**src/rtl/strip_bank_sched_if.sv**
```systemverilog
// ============================================================================
// strip_bank_sched_if : handshake bundle between strip-bank scheduler, DVP write side and DCT read side
// Rev 1.0
// ============================================================================
`default_nettype none

interface strip_bank_sched_if #(
    parameter int NUM_BANKS = 2
);
    localparam int BANK_W = (NUM_BANKS > 1) ? $clog2(NUM_BANKS) : 1;

    logic                 frame_start;
    logic                 wr_done;
    logic [BANK_W-1:0]    wr_bank;
    logic                 wr_allow;
    logic                 rd_start;
    logic                 rd_abort;
    logic [BANK_W-1:0]    rd_bank;
    logic                 rd_busy;
    logic                 rd_done;
    logic                 dst_ready;
    logic [NUM_BANKS-1:0] full_mask;
    logic [7:0]           strip_cnt;
    logic                 frame_done;
    logic                 overflow;

    // Scheduler side
    modport slave (
        input  frame_start, wr_done, rd_done, dst_ready,
        output wr_bank, wr_allow, rd_start, rd_abort, rd_bank, rd_busy,
               full_mask, strip_cnt, frame_done, overflow
    );

    // Capture / address-generator side
    modport master (
        output frame_start, wr_done, rd_done, dst_ready,
        input  wr_bank, wr_allow, rd_start, rd_abort, rd_bank, rd_busy,
               full_mask, strip_cnt, frame_done, overflow
    );
endinterface

`default_nettype wire

```
**src/rtl/strip_bank_sched.sv**
```systemverilog
// ============================================================================
// strip_bank_sched : tracks full strip banks, steers the write bank and issues oldest-first reads
// Rev 1.0
// ============================================================================
`default_nettype none

module strip_bank_sched #(
    parameter int NUM_BANKS        = 2,
    parameter int STRIPS_PER_FRAME = 90
) (
    input  wire logic           clk,
    input  wire logic           rst_n,
    strip_bank_sched_if.slave   bus
);
    localparam int BANK_W = (NUM_BANKS > 1) ? $clog2(NUM_BANKS) : 1;
    localparam logic [BANK_W-1:0] LAST_BANK  = BANK_W'(NUM_BANKS - 1);
    localparam logic [7:0]        LAST_STRIP = 8'(STRIPS_PER_FRAME - 1);

    typedef enum logic [1:0] {
        ST_IDLE    = 2'd0,
        ST_START   = 2'd1,
        ST_SCAN    = 2'd2,
        ST_RELEASE = 2'd3
    } state_t;

    state_t               state_q, state_d;
    logic [NUM_BANKS-1:0] full_q, full_d;
    logic [BANK_W-1:0]    wr_bank_q, wr_bank_d;
    logic [BANK_W-1:0]    rd_bank_q, rd_bank_d;
    logic [7:0]           strip_cnt_q, strip_cnt_d;
    logic                 overflow_q, overflow_d;
    logic                 rd_abort_q, rd_abort_d;
    logic                 frame_done_q, frame_done_d;

    function automatic logic [BANK_W-1:0] bank_inc(input logic [BANK_W-1:0] b);
        return (b == LAST_BANK) ? '0 : b + 1'b1;
    endfunction

    always_ff @(posedge clk or negedge rst_n) begin
        if (!rst_n) begin
            state_q      <= ST_IDLE;
            full_q       <= '0;
            wr_bank_q    <= '0;
            rd_bank_q    <= '0;
            strip_cnt_q  <= '0;
            overflow_q   <= 1'b0;
            rd_abort_q   <= 1'b0;
            frame_done_q <= 1'b0;
        end else begin
            state_q      <= state_d;
            full_q       <= full_d;
            wr_bank_q    <= wr_bank_d;
            rd_bank_q    <= rd_bank_d;
            strip_cnt_q  <= strip_cnt_d;
            overflow_q   <= overflow_d;
            rd_abort_q   <= rd_abort_d;
            frame_done_q <= frame_done_d;
        end
    end

    always_comb begin
        state_d      = state_q;
        full_d       = full_q;
        wr_bank_d    = wr_bank_q;
        rd_bank_d    = rd_bank_q;
        strip_cnt_d  = strip_cnt_q;
        overflow_d   = overflow_q;
        rd_abort_d   = 1'b0;
        frame_done_d = 1'b0;

        case (state_q)
            ST_IDLE: begin
                if (full_q[rd_bank_q] && bus.dst_ready) begin
                    state_d = ST_START;
                end
            end
            ST_START: begin
                state_d = ST_SCAN;
            end
            ST_SCAN: begin
                if (bus.rd_done) begin
                    state_d = ST_RELEASE;
                end
            end
            ST_RELEASE: begin
                state_d             = ST_IDLE;
                full_d[rd_bank_q]   = 1'b0;
                rd_bank_d           = bank_inc(rd_bank_q);
                if (strip_cnt_q == LAST_STRIP) begin
                    strip_cnt_d  = '0;
                    frame_done_d = 1'b1;
                end else begin
                    strip_cnt_d  = strip_cnt_q + 8'd1;
                end
            end
            default: begin
                state_d = ST_IDLE;
            end
        endcase

        // Uses the registered flag, so a bank being released this cycle still counts as full
        if (bus.wr_done) begin
            if (full_q[wr_bank_q]) begin
                overflow_d = 1'b1;
            end else begin
                full_d[wr_bank_q] = 1'b1;
                wr_bank_d         = bank_inc(wr_bank_q);
            end
        end

        // Frame restart overrides everything except the sticky overflow flag
        if (bus.frame_start) begin
            state_d      = ST_IDLE;
            full_d       = '0;
            wr_bank_d    = '0;
            rd_bank_d    = '0;
            strip_cnt_d  = '0;
            overflow_d   = overflow_q;
            frame_done_d = 1'b0;
            rd_abort_d   = (state_q == ST_START) || (state_q == ST_SCAN);
        end
    end

    assign bus.wr_bank    = wr_bank_q;
    assign bus.wr_allow   = ~full_q[wr_bank_q];
    assign bus.rd_start   = (state_q == ST_START);
    assign bus.rd_busy    = (state_q == ST_SCAN);
    assign bus.rd_abort   = rd_abort_q;
    assign bus.rd_bank    = rd_bank_q;
    assign bus.full_mask  = full_q;
    assign bus.strip_cnt  = strip_cnt_q;
    assign bus.frame_done = frame_done_q;
    assign bus.overflow   = overflow_q;

endmodule

`default_nettype wire

```
**src/flat_wrapper.sv**
```systemverilog
// flat-port wrapper written by rule: the top's interface ports become plain ports
module strip_bank_sched_flat 
#(
    parameter int NUM_BANKS        = 2,
    parameter int STRIPS_PER_FRAME = 90
)
  (clk, rst_n, bus_frame_start, bus_wr_done, bus_rd_done, bus_dst_ready, bus_wr_bank, bus_wr_allow, bus_rd_start, bus_rd_abort, bus_rd_bank, bus_rd_busy, bus_full_mask, bus_strip_cnt, bus_frame_done, bus_overflow);
  strip_bank_sched_if #(.NUM_BANKS(NUM_BANKS)) bus_i ();
  input  wire logic clk;
  input  wire logic rst_n;
  input wire logic [$bits(bus_i.frame_start)-1:0] bus_frame_start;
  input wire logic [$bits(bus_i.wr_done)-1:0] bus_wr_done;
  input wire logic [$bits(bus_i.rd_done)-1:0] bus_rd_done;
  input wire logic [$bits(bus_i.dst_ready)-1:0] bus_dst_ready;
  output wire logic [$bits(bus_i.wr_bank)-1:0] bus_wr_bank;
  output wire logic [$bits(bus_i.wr_allow)-1:0] bus_wr_allow;
  output wire logic [$bits(bus_i.rd_start)-1:0] bus_rd_start;
  output wire logic [$bits(bus_i.rd_abort)-1:0] bus_rd_abort;
  output wire logic [$bits(bus_i.rd_bank)-1:0] bus_rd_bank;
  output wire logic [$bits(bus_i.rd_busy)-1:0] bus_rd_busy;
  output wire logic [$bits(bus_i.full_mask)-1:0] bus_full_mask;
  output wire logic [$bits(bus_i.strip_cnt)-1:0] bus_strip_cnt;
  output wire logic [$bits(bus_i.frame_done)-1:0] bus_frame_done;
  output wire logic [$bits(bus_i.overflow)-1:0] bus_overflow;
  assign bus_i.frame_start = bus_frame_start;
  assign bus_i.wr_done = bus_wr_done;
  assign bus_i.rd_done = bus_rd_done;
  assign bus_i.dst_ready = bus_dst_ready;
  assign bus_wr_bank = bus_i.wr_bank;
  assign bus_wr_allow = bus_i.wr_allow;
  assign bus_rd_start = bus_i.rd_start;
  assign bus_rd_abort = bus_i.rd_abort;
  assign bus_rd_bank = bus_i.rd_bank;
  assign bus_rd_busy = bus_i.rd_busy;
  assign bus_full_mask = bus_i.full_mask;
  assign bus_strip_cnt = bus_i.strip_cnt;
  assign bus_frame_done = bus_i.frame_done;
  assign bus_overflow = bus_i.overflow;
  strip_bank_sched #(.NUM_BANKS(NUM_BANKS), .STRIPS_PER_FRAME(STRIPS_PER_FRAME)) u_core (.clk(clk), .rst_n(rst_n), .bus(bus_i));
endmodule
```
**config.mk**
```make
export PLATFORM = sky130hd
export DESIGN_NAME = strip_bank_sched_flat
export DESIGN_NICKNAME = d
export VERILOG_FILES = /design/src/rtl/strip_bank_sched_if.sv /design/src/rtl/strip_bank_sched.sv /design/src/flat_wrapper.sv
export SDC_FILE = /design/constraint.sdc
export NUM_CORES = 1
export LEC_CHECK = 0
export CAP_MARGIN = 20
export CORE_MARGIN = 8
export CORE_UTILIZATION = 35
export DETAILED_ROUTE_END_ITERATION = 8
export DONT_BUFFER_PORTS = 1
export SYNTH_ARGS = -nofsm -noshare
export SYNTH_HDL_FRONTEND = slang
export SYNTH_SLANG_ARGS = --single-unit
```
**constraint.sdc**
```tcl
create_clock -name clk -period 1.5 [get_ports clk]
set_input_delay 0.3 -clock clk [delete_from_list [all_inputs] [get_ports clk]]
set_output_delay 0.3 -clock clk [all_outputs]
set_load 0.05 [all_outputs]
```
After elaboration in Yosys (flattened, before gate mapping)
Index checks and enable logic that the tools add are counted.
{"block": "totals", "register_bits": 17, "input_bits": 6, "output_inout_bits": 18, "word_cells": 67}
{"block": "op_classes", "add_sub_neg": 3, "magnitude_cmp": 4, "eq_ne": 7, "n_mux": 30, "bitwise": 5, "reduce_logical": 10}
{"cell": "8-bit two-way mux", "n": 3}
{"cell": "1-bit two-way mux", "n": 17}
{"cell": "2-bit two-way mux", "n": 7}
{"cell": "8-bit by 1-bit adder with 8-bit output, second input constant", "n": 1}
{"cell": "8-bit by 7-bit == test with 1-bit output, second input constant", "n": 1}
{"cell": "2-bit case mux with 4 select lines", "n": 1}
{"cell": "2-bit == test, second input constant", "n": 2}
{"cell": "1-bit by 2-bit less-than comparator with 1-bit output, second input constant", "n": 2}
{"cell": "2-bit AND reduction", "n": 2}
{"cell": "2-bit nonzero test", "n": 2}
{"cell": "1-bit logical AND", "n": 3}
{"cell": "3-bit by 2-bit inequality test with 1-bit output, second input constant", "n": 1}
{"cell": "3-bit inequality test, second input constant", "n": 1}
{"cell": "3-bit AND reduction", "n": 1}
{"cell": "1-bit adder, second input constant", "n": 2}
{"cell": "2-bit AND", "n": 1}
{"cell": "1-bit demux with 1-bit select", "n": 2}
{"cell": "2-bit by 1-bit == test with 1-bit output, second input constant", "n": 1}
{"cell": "1-bit >= comparator, second input constant", "n": 2}
{"cell": "2-bit logical NOT", "n": 1}
{"cell": "2-bit inequality test, second input constant", "n": 1}
{"cell": "1-bit NOT", "n": 2}
{"cell": "2-bit NOT", "n": 1}
{"cell": "2-bit OR", "n": 1}
{"cell": "1-bit logical OR", "n": 1}

Depth between registers and ports, before layout
Gate-level depths: netlist (run 1).
{"block": "logic_depth", "depth_word": 11, "mapped_depth": 5, "mapped_depth_nobuf": 5}

Worst setup path before layout (run 1)
OpenSTA, ideal clock, no wires.
{"block": "synth_path", "kind": "reg2out", "start": "register u_core.wr_bank_q (netlist: u_core.bus.wr_bank)", "end": "output port bus_wr_allow", "t_arrival_ns": 1.625, "required_ns": 1.200, "path_slack_ns": -0.425, "path_stages_with_launch": 2, "path_buffers": 0, "cell_sequence": "dfrtp_1 -> mux2i_1"}
{"block": "synth_via", "elab_chain_len": 3}
{"element": "from (decl)", "line": "strip_bank_sched.sv:28", "rtl": "logic [BANK_W-1:0] wr_bank_q, wr_bank_d;"}
{"element": "from (signal assigned)", "line": "strip_bank_sched.sv:52", "rtl": "wr_bank_q <= wr_bank_d;"}
{"element": "1-bit two-way mux (not written as such) (2 in series)", "line": "strip_bank_sched.sv:125", "rtl": "assign bus.wr_allow = ~full_q[wr_bank_q];"}
{"element": "1-bit NOT", "line": "strip_bank_sched.sv:125"}
{"element": "to (decl)", "line": "flat_wrapper.sv:16", "rtl": "output wire logic [$bits(bus_i.wr_allow)-1:0] bus_wr_allow;"}
Every way passes these cells. The select of a mux whose other input is x is not followed.

Final worst setup path (run 1)
{"block": "layout_path", "start": "register u_core.strip_cnt_q[1] (netlist: u_core.bus.strip_cnt[1])", "end": "register u_core.strip_cnt_q[7] (netlist: u_core.bus.strip_cnt[7])"}
{"block": "layout_via", "elab_chain_len": 4, "elab_cells_between_ends": 5, "cone_classes": "1 x add/sub; 1 x eq/ne; 3 x mux"}
{"element": "from (decl)", "line": "strip_bank_sched.sv:30", "rtl": "logic [7:0] strip_cnt_q, strip_cnt_d;"}
{"element": "from (signal assigned)", "line": "strip_bank_sched.sv:54", "rtl": "strip_cnt_q <= strip_cnt_d;"}
{"element": "8-bit by 1-bit adder with 8-bit output or 8-bit by 7-bit == test with 1-bit output (tied branches)", "line": "strip_bank_sched.sv:93, strip_bank_sched.sv:89"}
{"element": "8-bit two-way mux *", "line": "strip_bank_sched.sv:89", "rtl": "if (strip_cnt_q == LAST_STRIP) begin"}
{"element": "8-bit two-way mux *", "line": "strip_bank_sched.sv:71", "rtl": "case (state_q)"}
{"element": "8-bit two-way mux *", "line": "strip_bank_sched.sv:112", "rtl": "if (bus.frame_start) begin"}
Mark *: on every way between the ends. The rest lies on a longest branch, timed or not. The select of a mux whose other input is x is not followed.
A chain may end at the register's enable or synchronous reset.

==> flow_summary.json, run 1 <==
{
  "cts-root-to-sink-buffers": 2,
  "starting_utilization_of_the_core_area_pct": 36.7,
  "finish.instance_area_sq_mm": 0.00126,
  "timing.setup.critical_path_class": "reg -> reg",
  "ys_seq_area_share_pct": 46.8,
  "cp-endpoint": "u_core.bus.strip_cnt[7]",
  "antenna_left": 0,
  "synthesis.nets": 103,
  "initialDrtViolationCount": 6,
  "min_path_type": "in -> reg",
  "drive_above_1_share_pct": 42.5,
  "cp_cell_sequence": "inv_2 -> ha_4 -> or3b_4 -> o31ai_4 -> a21oi_1",
  "slowest_delay_ps": 430,
  "rsz0062_at_grt": "yes",
  "grt_overflow": 0,
  "cts_sinks": 17,
  "library_cell_contributing_the_largest_single_delay_on_the_critical_path": "dfrtp_2",
  "power.ir.vdd_worst_mv": 0.644,
  "nNetsFinal": 133,
  "final_max_slew_viol_count": 0,
  "wl_per_cell_microns": 14.8,
  "area.growth.synth_to_final_pct": 39.0,
  "hold_path.startpoint": "bus_frame_start",
  "cts_buffers": 3,
  "p_per_area_mw_per_mm2": 933,
  "slew-limit-headroom_pct": 48.4,
  "crit_family": "flip-flops",
  "drt-total-wl_microns": 2220,
  "power.total_w": 0.00118,
  "core_region_area_sq_mm": 0.00248,
  "setup_viol_count_final": 0,
  "design.portCount": 24,
  "post_synth_instance_area_sq_um": 908,
  "startpoint_of_the_most_critical_register_to_register_path": "u_core.bus.strip_cnt[1]",
  "worst_ep_required_time_ps": 1680,
  "cts_tree": "built",
  "cp-startpoint": "u_core.bus.strip_cnt[1]",
  "grt_pass1_wl_microns": 3820,
  "final_util_pct": 51.0,
  "tightest_slew_ps": 771,
  "synth_warnings": 0,
  "worstPathArrival_ps": 1680,
  "final.min_clock_period_ps": 1500,
  "gp_congestion": 0.773,
  "reg2reg_capture_point": "u_core.bus.strip_cnt[7]",
  "worstPathMaxFanout": 5,
  "numPortBuffers": 0,
  "timing.max_cap.violations": 0,
  "cts_root_buf": "clkbuf_4",
  "static-leakage-power_nw": 0.536,
  "final_cycle_share_pct": 99.9,
  "run_status": "completed",
  "layout.area.seq_sq_um": 433,
  "route.detailed.drc": 0,
  "timing_hold_violations_final": 0,
  "post_drt_via_cell_ratio": 5.29,
  "critPathLaunchType": "register",
  "number_of_global_route_vias_before_repair": 852,
  "firstDrtPassIters": 2,
  "crit_path_end_kind": "register",
  "dpl_cell_area_sq_mm": 0.00115,
  "placed_wire_length_estimate_microns": 1690,
  "grt_max_degree": 18,
  "register_bit_count_reported_by_yosys": 17,
  "insertedDiodeCount": 0,
  "setup-tns-final_ps": 0,
  "achievable-frequency_ghz": 0.667,
  "floorplan.die_area_sq_mm": 0.00448,
  "fp-row-count": 18,
  "htree_num_levels": 1,
  "synthesized_netlist_cell_count": 91,
  "insertion_delay_ps": 300,
  "antenna_found_initial": 0,
  "syn_area_per_cell_sq_um": 9.98,
  "fillers": 231,
  "grt_usage_pct": 10.9,
  "clk_slew_on_worst_s_h_paths_ps": 110,
  "worstSetupPathDepth": 5,
  "die_width_microns": 66.9,
  "die_height_microns": 66.9,
  "rr_worst_depth": 5,
  "multiInputGateArea_sq_um": 518,
  "r2r_slack_ps": 2,
  "synth_cell_types": 28,
  "route.vias.total": 793,
  "final.setup_skew_ps": 7.20,
  "critical_path_buf_inv_count": 1
}
[cell usage after synthesis]
cell type | instances | area [sq um]
a21oi_1 | 10 | 50.1
a221oi_2 | 1 | 15.0
a311oi_1 | 1 | 8.76
a31oi_1 | 1 | 6.26
and2_1 | 1 | 6.26
buf_4 | 1 | 7.51
clkbuf_1 | 1 | 3.75
dfrtp_1 | 17 | 425
ha_1 | 6 | 75.1
inv_1 | 8 | 30.0
mux2_2 | 1 | 11.3
mux2i_1 | 3 | 30.0
nand2_1 | 9 | 33.8
nand4_1 | 1 | 6.26
nand4b_1 | 1 | 8.76
nor2_1 | 3 | 11.3
nor2b_1 | 3 | 18.8
nor4_1 | 1 | 6.26
o211a_1 | 1 | 10.0
o21a_1 | 1 | 7.51
o21ai_0 | 7 | 35.0
o21ai_2 | 1 | 8.76
o31ai_1 | 3 | 22.5
o31ai_2 | 1 | 12.5
or3_1 | 4 | 25.0
or3b_1 | 1 | 8.76
or4_1 | 2 | 15.0
xnor2_1 | 1 | 8.76
[worst min path at each step]
stage               slack (ps)                      end  cells past startpoint
floorplan                    4    u_core.bus.frame_done                      0
global placement             5      u_core.bus.rd_abort                      0
detailed placement           5      u_core.bus.rd_abort                      0
CTS                         30  u_core.bus.strip_cnt[0]                      1
global route                30  u_core.bus.full_mask[0]                      1
finish                      40  u_core.bus.strip_cnt[0]                      1
[cell families after synthesis]
logic type	after synthesis	synth area share, %
simple gates	26	15.4
compound gates	27	19.4
buf+inv	10	4.55
fa+ha+maj	6	8.26
xor+xnor	1	0.964
mux	4	4.55
flops	17	46.8
[per-stage QoR]
step	cells	hold WS, ps	worst slack, ps
detailed placement	142	4.94	-14.0
global placement	142	4.88	-7.96
floorplan	91	4.41	-111
finish	150	44.8	1.67
CTS	148	34.3	-16.0
global route	150	28.2	-59.2
[area by class of cell]
class                           instances  area share [%]
Multi-Input combinational cell         64            41.0
Sequential cell                        17            34.3
Timing Repair Buffer                   27            17.1
Tap cell                               30            2.97
Inverter                                8            2.38
Clock buffer                            3            1.78
Clock inverter                          1           0.396
[registers in the layout, indices dropped and copies added, names as in the netlist]
signal,flops
u_core.bus.frame_done,1
u_core.bus.full_mask,2
u_core.bus.overflow,1
u_core.bus.rd_abort,1
u_core.bus.rd_bank,1
u_core.bus.strip_cnt,8
u_core.bus.wr_bank,1
u_core.state_q,2
[placed cells by master (no fill, tap or decap), drive strengths merged, types with 2 or more instances in the layout]
cell type / Yosys / routed
buf: 1 / 26
dfrtp: 17 / 17
a21oi: 10 / 10
nand2: 9 / 9
o21ai: 8 / 8
inv: 8 / 8
ha: 6 / 6
or3: 4 / 4
o31ai: 4 / 4
nor2b: 3 / 3
nor2: 3 / 3
clkbuf: 1 / 3
mux2i: 3 / 3
or4: 2 / 2
[report_power, final]
part           switching (W)  internal, W  total, W
Sequential         0.0000554     0.000488  0.000544
Clock               0.000159    0.0000994  0.000258
Combinational       0.000212     0.000164  0.000376
Total               0.000427     0.000752   0.00118
[per-layer routing]
layer	vias to the layer above	part of all wire (%)	track usage, %
met1	383	45	12.1
li1	387	-	-
met2	18	48	18.9
met5	-	0	0
met4	0	1.8	5.48
met3	5	5.5	2.68
[repair_timing]
item,CTS,global route
buffers inserted,1,2
setup endpoints to repair,7,11
hold buffers,1,0
endpoints found under the hold margin,17,0
gates resized for setup,6,8
Power figures use the tool's default switching activity.
==> inputs of run 2 (changes only) <==
- ABC_AREA: unset -> 1
- SLEW_MARGIN: unset -> 20
==> run 2 against run 1 <==
  * Combinational power up 61%
  * Routed wire length grew 0.68%
  * Non-clock buffer count down 6
  * Setup slack gained 46 ps
  * Clock skew down 1.9 ps
  * Power increased by 28%
  * Sequential power grew 18%
  * Clock power is essentially flat
==> flow_summary.json, run 2 <==
{
  "starting_utilization_of_the_core_area_pct": 37.2,
  "cts_tree": "built",
  "final_cycle_share_pct": 96.8,
  "die_width_microns": 67.3,
  "area.growth.synth_to_final_pct": 28.5,
  "synth_commonest_cells": "34 x nand2_1, 20 x inv_1, 17 x dfrtp_1, 17 x nor2_1, 7 x nand3_1",
  "commonest_cells_after_routing_fill_and_taps_aside": "34 x nand2_1, 17 x inv_1, 17 x buf_4",
  "max_reg_flops": 8,
  "yosys.cell_count.top_type": "nand2_1",
  "synthesized_netlist_cell_count": 122,
  "initialDrtViolationCount": 36,
  "insertedDiodeCount": 0,
  "layout_setup_ws_ps": 47.6,
  "cp-endpoint": "bus_wr_allow",
  "power.ir.vdd_worst_mv": 0.808,
  "ys_top_cells_by_area": "dfrtp_1 46%, nand2_1 14%, ha_1 8.1%",
  "layout.cells.non_filler": 177,
  "worstPathArrival_ps": 1150,
  "min_path_type": "in -> reg",
  "slowest_delay_ps": 410,
  "startpoint_of_the_most_critical_register_to_register_path": "u_core.state_q[0]",
  "synthArstFlopShare_pct": 100,
  "register_bit_count_reported_by_yosys": 17,
  "antenna_found_initial": 0,
  "synth_warnings": 0,
  "finish.instance_area_sq_mm": 0.00118,
  "rr_worst_depth": 6,
  "clk_slew_on_worst_s_h_paths_ps": 110,
  "timing_hold_violations_final": 0,
  "run_status": "completed",
  "r2r_slack_ps": 150,
  "route.vias.total": 851,
  "core_region_area_sq_mm": 0.00248,
  "cts-root-to-sink-buffers": 2,
  "timing.setup.critical_path_class": "reg -> out",
  "crit_family": "flip-flops",
  "post_synth_instance_area_sq_um": 922,
  "hold_depth": 1,
  "htree_num_levels": 1,
  "grt_overflow": 0,
  "nNetsFinal": 160,
  "dpl_cell_area_sq_mm": 0.00108,
  "fp-row-count": 18,
  "placed_wire_length_estimate_microns": 1640,
  "fillers": 257,
  "multiInputGateArea_sq_um": 435,
  "syn_area_per_cell_sq_um": 7.56,
  "hold_path.startpoint": "bus_frame_start",
  "antenna_left": 0,
  "p_per_area_mw_per_mm2": 1270,
  "static-leakage-power_nw": 0.603,
  "ys_seq_area_share_pct": 46.1,
  "critical_path_buf_inv_count": 3,
  "final_max_slew_viol_count": 0,
  "dpl.cell_count": 168,
  "final.setup_skew_ps": 5.35,
  "synth-edff-count": 0,
  "synthesis.nets": 134,
  "drive_above_1_share_pct": 23.8,
  "post_drt_via_cell_ratio": 4.81,
  "cp-startpoint": "u_core.bus.full_mask[1]",
  "gp_congestion": 0.826,
  "detailedPlace.worstSlack_ps": 70.0,
  "slew-limit-headroom_pct": 47.4,
  "worstSetupPathDepth": 5,
  "drt-total-wl_microns": 2230,
  "power.total_w": 0.00151,
  "final.min_clock_period_ps": 1450,
  "grt_pass1_wl_microns": 3660,
  "post-synth-top-area-fraction_pct": 46.1,
  "wl_per_cell_microns": 12.6,
  "grt_usage_pct": 10.4,
  "critPathLaunchType": "register",
  "layout_commonest_cell": "nand2_1",
  "route.detailed.drc": 0,
  "die_height_microns": 67.3,
  "number_of_global_route_vias_before_repair": 833,
  "numPortBuffers": 0,
  "library_cell_contributing_the_largest_single_delay_on_the_critical_path": "dfrtp_1",
  "insertion_delay_ps": 300,
  "cts_root_buf": "clkbuf_4",
  "tightest_slew_ps": 787,
  "floorplan.die_area_sq_mm": 0.00453,
  "synth_top_cell_by_area": "dfrtp_1",
  "achievable-frequency_ghz": 0.689,
  "crit_path_end_kind": "output port",
  "layout.area.seq_sq_um": 430,
  "design.portCount": 24,
  "timing.max_cap.violations": 0,
  "cts_sinks": 17,
  "worst_ep_required_time_ps": 1200,
  "cts_buffers": 3,
  "synth_top_flop_cell": "dfrtp_1",
  "grt_max_degree": 18,
  "firstDrtPassIters": 4,
  "reg2reg_capture_point": "u_core.bus.strip_cnt[2]",
  "cp_cell_sequence": "inv_2 -> nand2_1 -> o21a_1 -> inv_1 -> buf_6",
  "setup_viol_count_final": 0,
  "worstPathMaxFanout": 2,
  "synth_cell_types": 17
}
## run 2: per-layer routing
layer / routed length (microns) / track usage (%) / part of all wire [%] / vias up
met3: 224 / 5.63 / 10 / 2
met1: 940 / 11.8 / 42 / 392
li1: - / - / - / 429
met4: 12 / 3.39 / 0.54 / 0
met2: 1060 / 16.4 / 47 / 28
met5: 0 / 0 / 0 / -
## run 2: metrics by stage
step           setup TNS (ps)  hold slack (ps)  utilization [%]
2_1_floorplan               0             4.41                -
3_3_place_gp                0             5.02             43.7
3_5_place_dp                0             5.00             43.7
4_1_cts                     0             50.3             45.7
5_1_grt                 -30.1             46.5             47.8
6_report                    0             61.5             47.8
## run 2: final cells by class
type	count	area share (%)
Tap cell	30	3.17
Clock inverter	1	0.422
Clock buffer	3	1.90
Inverter	21	6.65
Multi-Input combinational cell	84	36.7
Timing Repair Buffer	21	14.8
Sequential cell	17	36.3
## run 2: worst min-delay path by stage
stage | endpoint
after floorplan | u_core.bus.frame_done
after global placement | u_core.bus.strip_cnt[3]
after detailed placement | u_core.bus.strip_cnt[3]
after CTS | u_core.bus.wr_bank
after global routing | u_core.bus.wr_bank
final | u_core.bus.wr_bank
## run 2: worst register-to-register path, delay by kind of cell, from the launching register on
kind / cells / cell delay, ps
flops: 1 / 430
compound gates: 1 / 80
fa+ha+maj: 1 / 240
buf+inv: 1 / 100
simple gates: 3 / 450
## run 2: kinds of logic (layout without fill, tap and decap cells)
logic type,after synthesis,after routing,share of synthesized area (%)
and+or+nand+nor,65,65,29.0
adders and majority gates,6,6,8.14
DFF,17,17,46.1
buffers and inverters,21,46,8.55
xor gates and xnor gates,1,1,0.950
AOI/OAI and AO/OA,12,12,7.19
## run 2: timing repair
item	CTS	global route
hold endpoints to repair	17	0
setup buffers	0	4
pin swaps	0	1
hold buffers	1	0
gates resized for setup	4	8
setup endpoints to repair	2	9
gates cloned	0	0
## run 2: power by group
part | internal [W] | total [W] | switching, W | leakage [nW]
Sequential | 0.000523 | 0.000641 | 0.000118 | 0.220
Clock | 0.0000993 | 0.000261 | 0.000162 | 0.0177
Combinational | 0.000214 | 0.000607 | 0.000393 | 0.365
Total | 0.000836 | 0.00151 | 0.000673 | 0.603
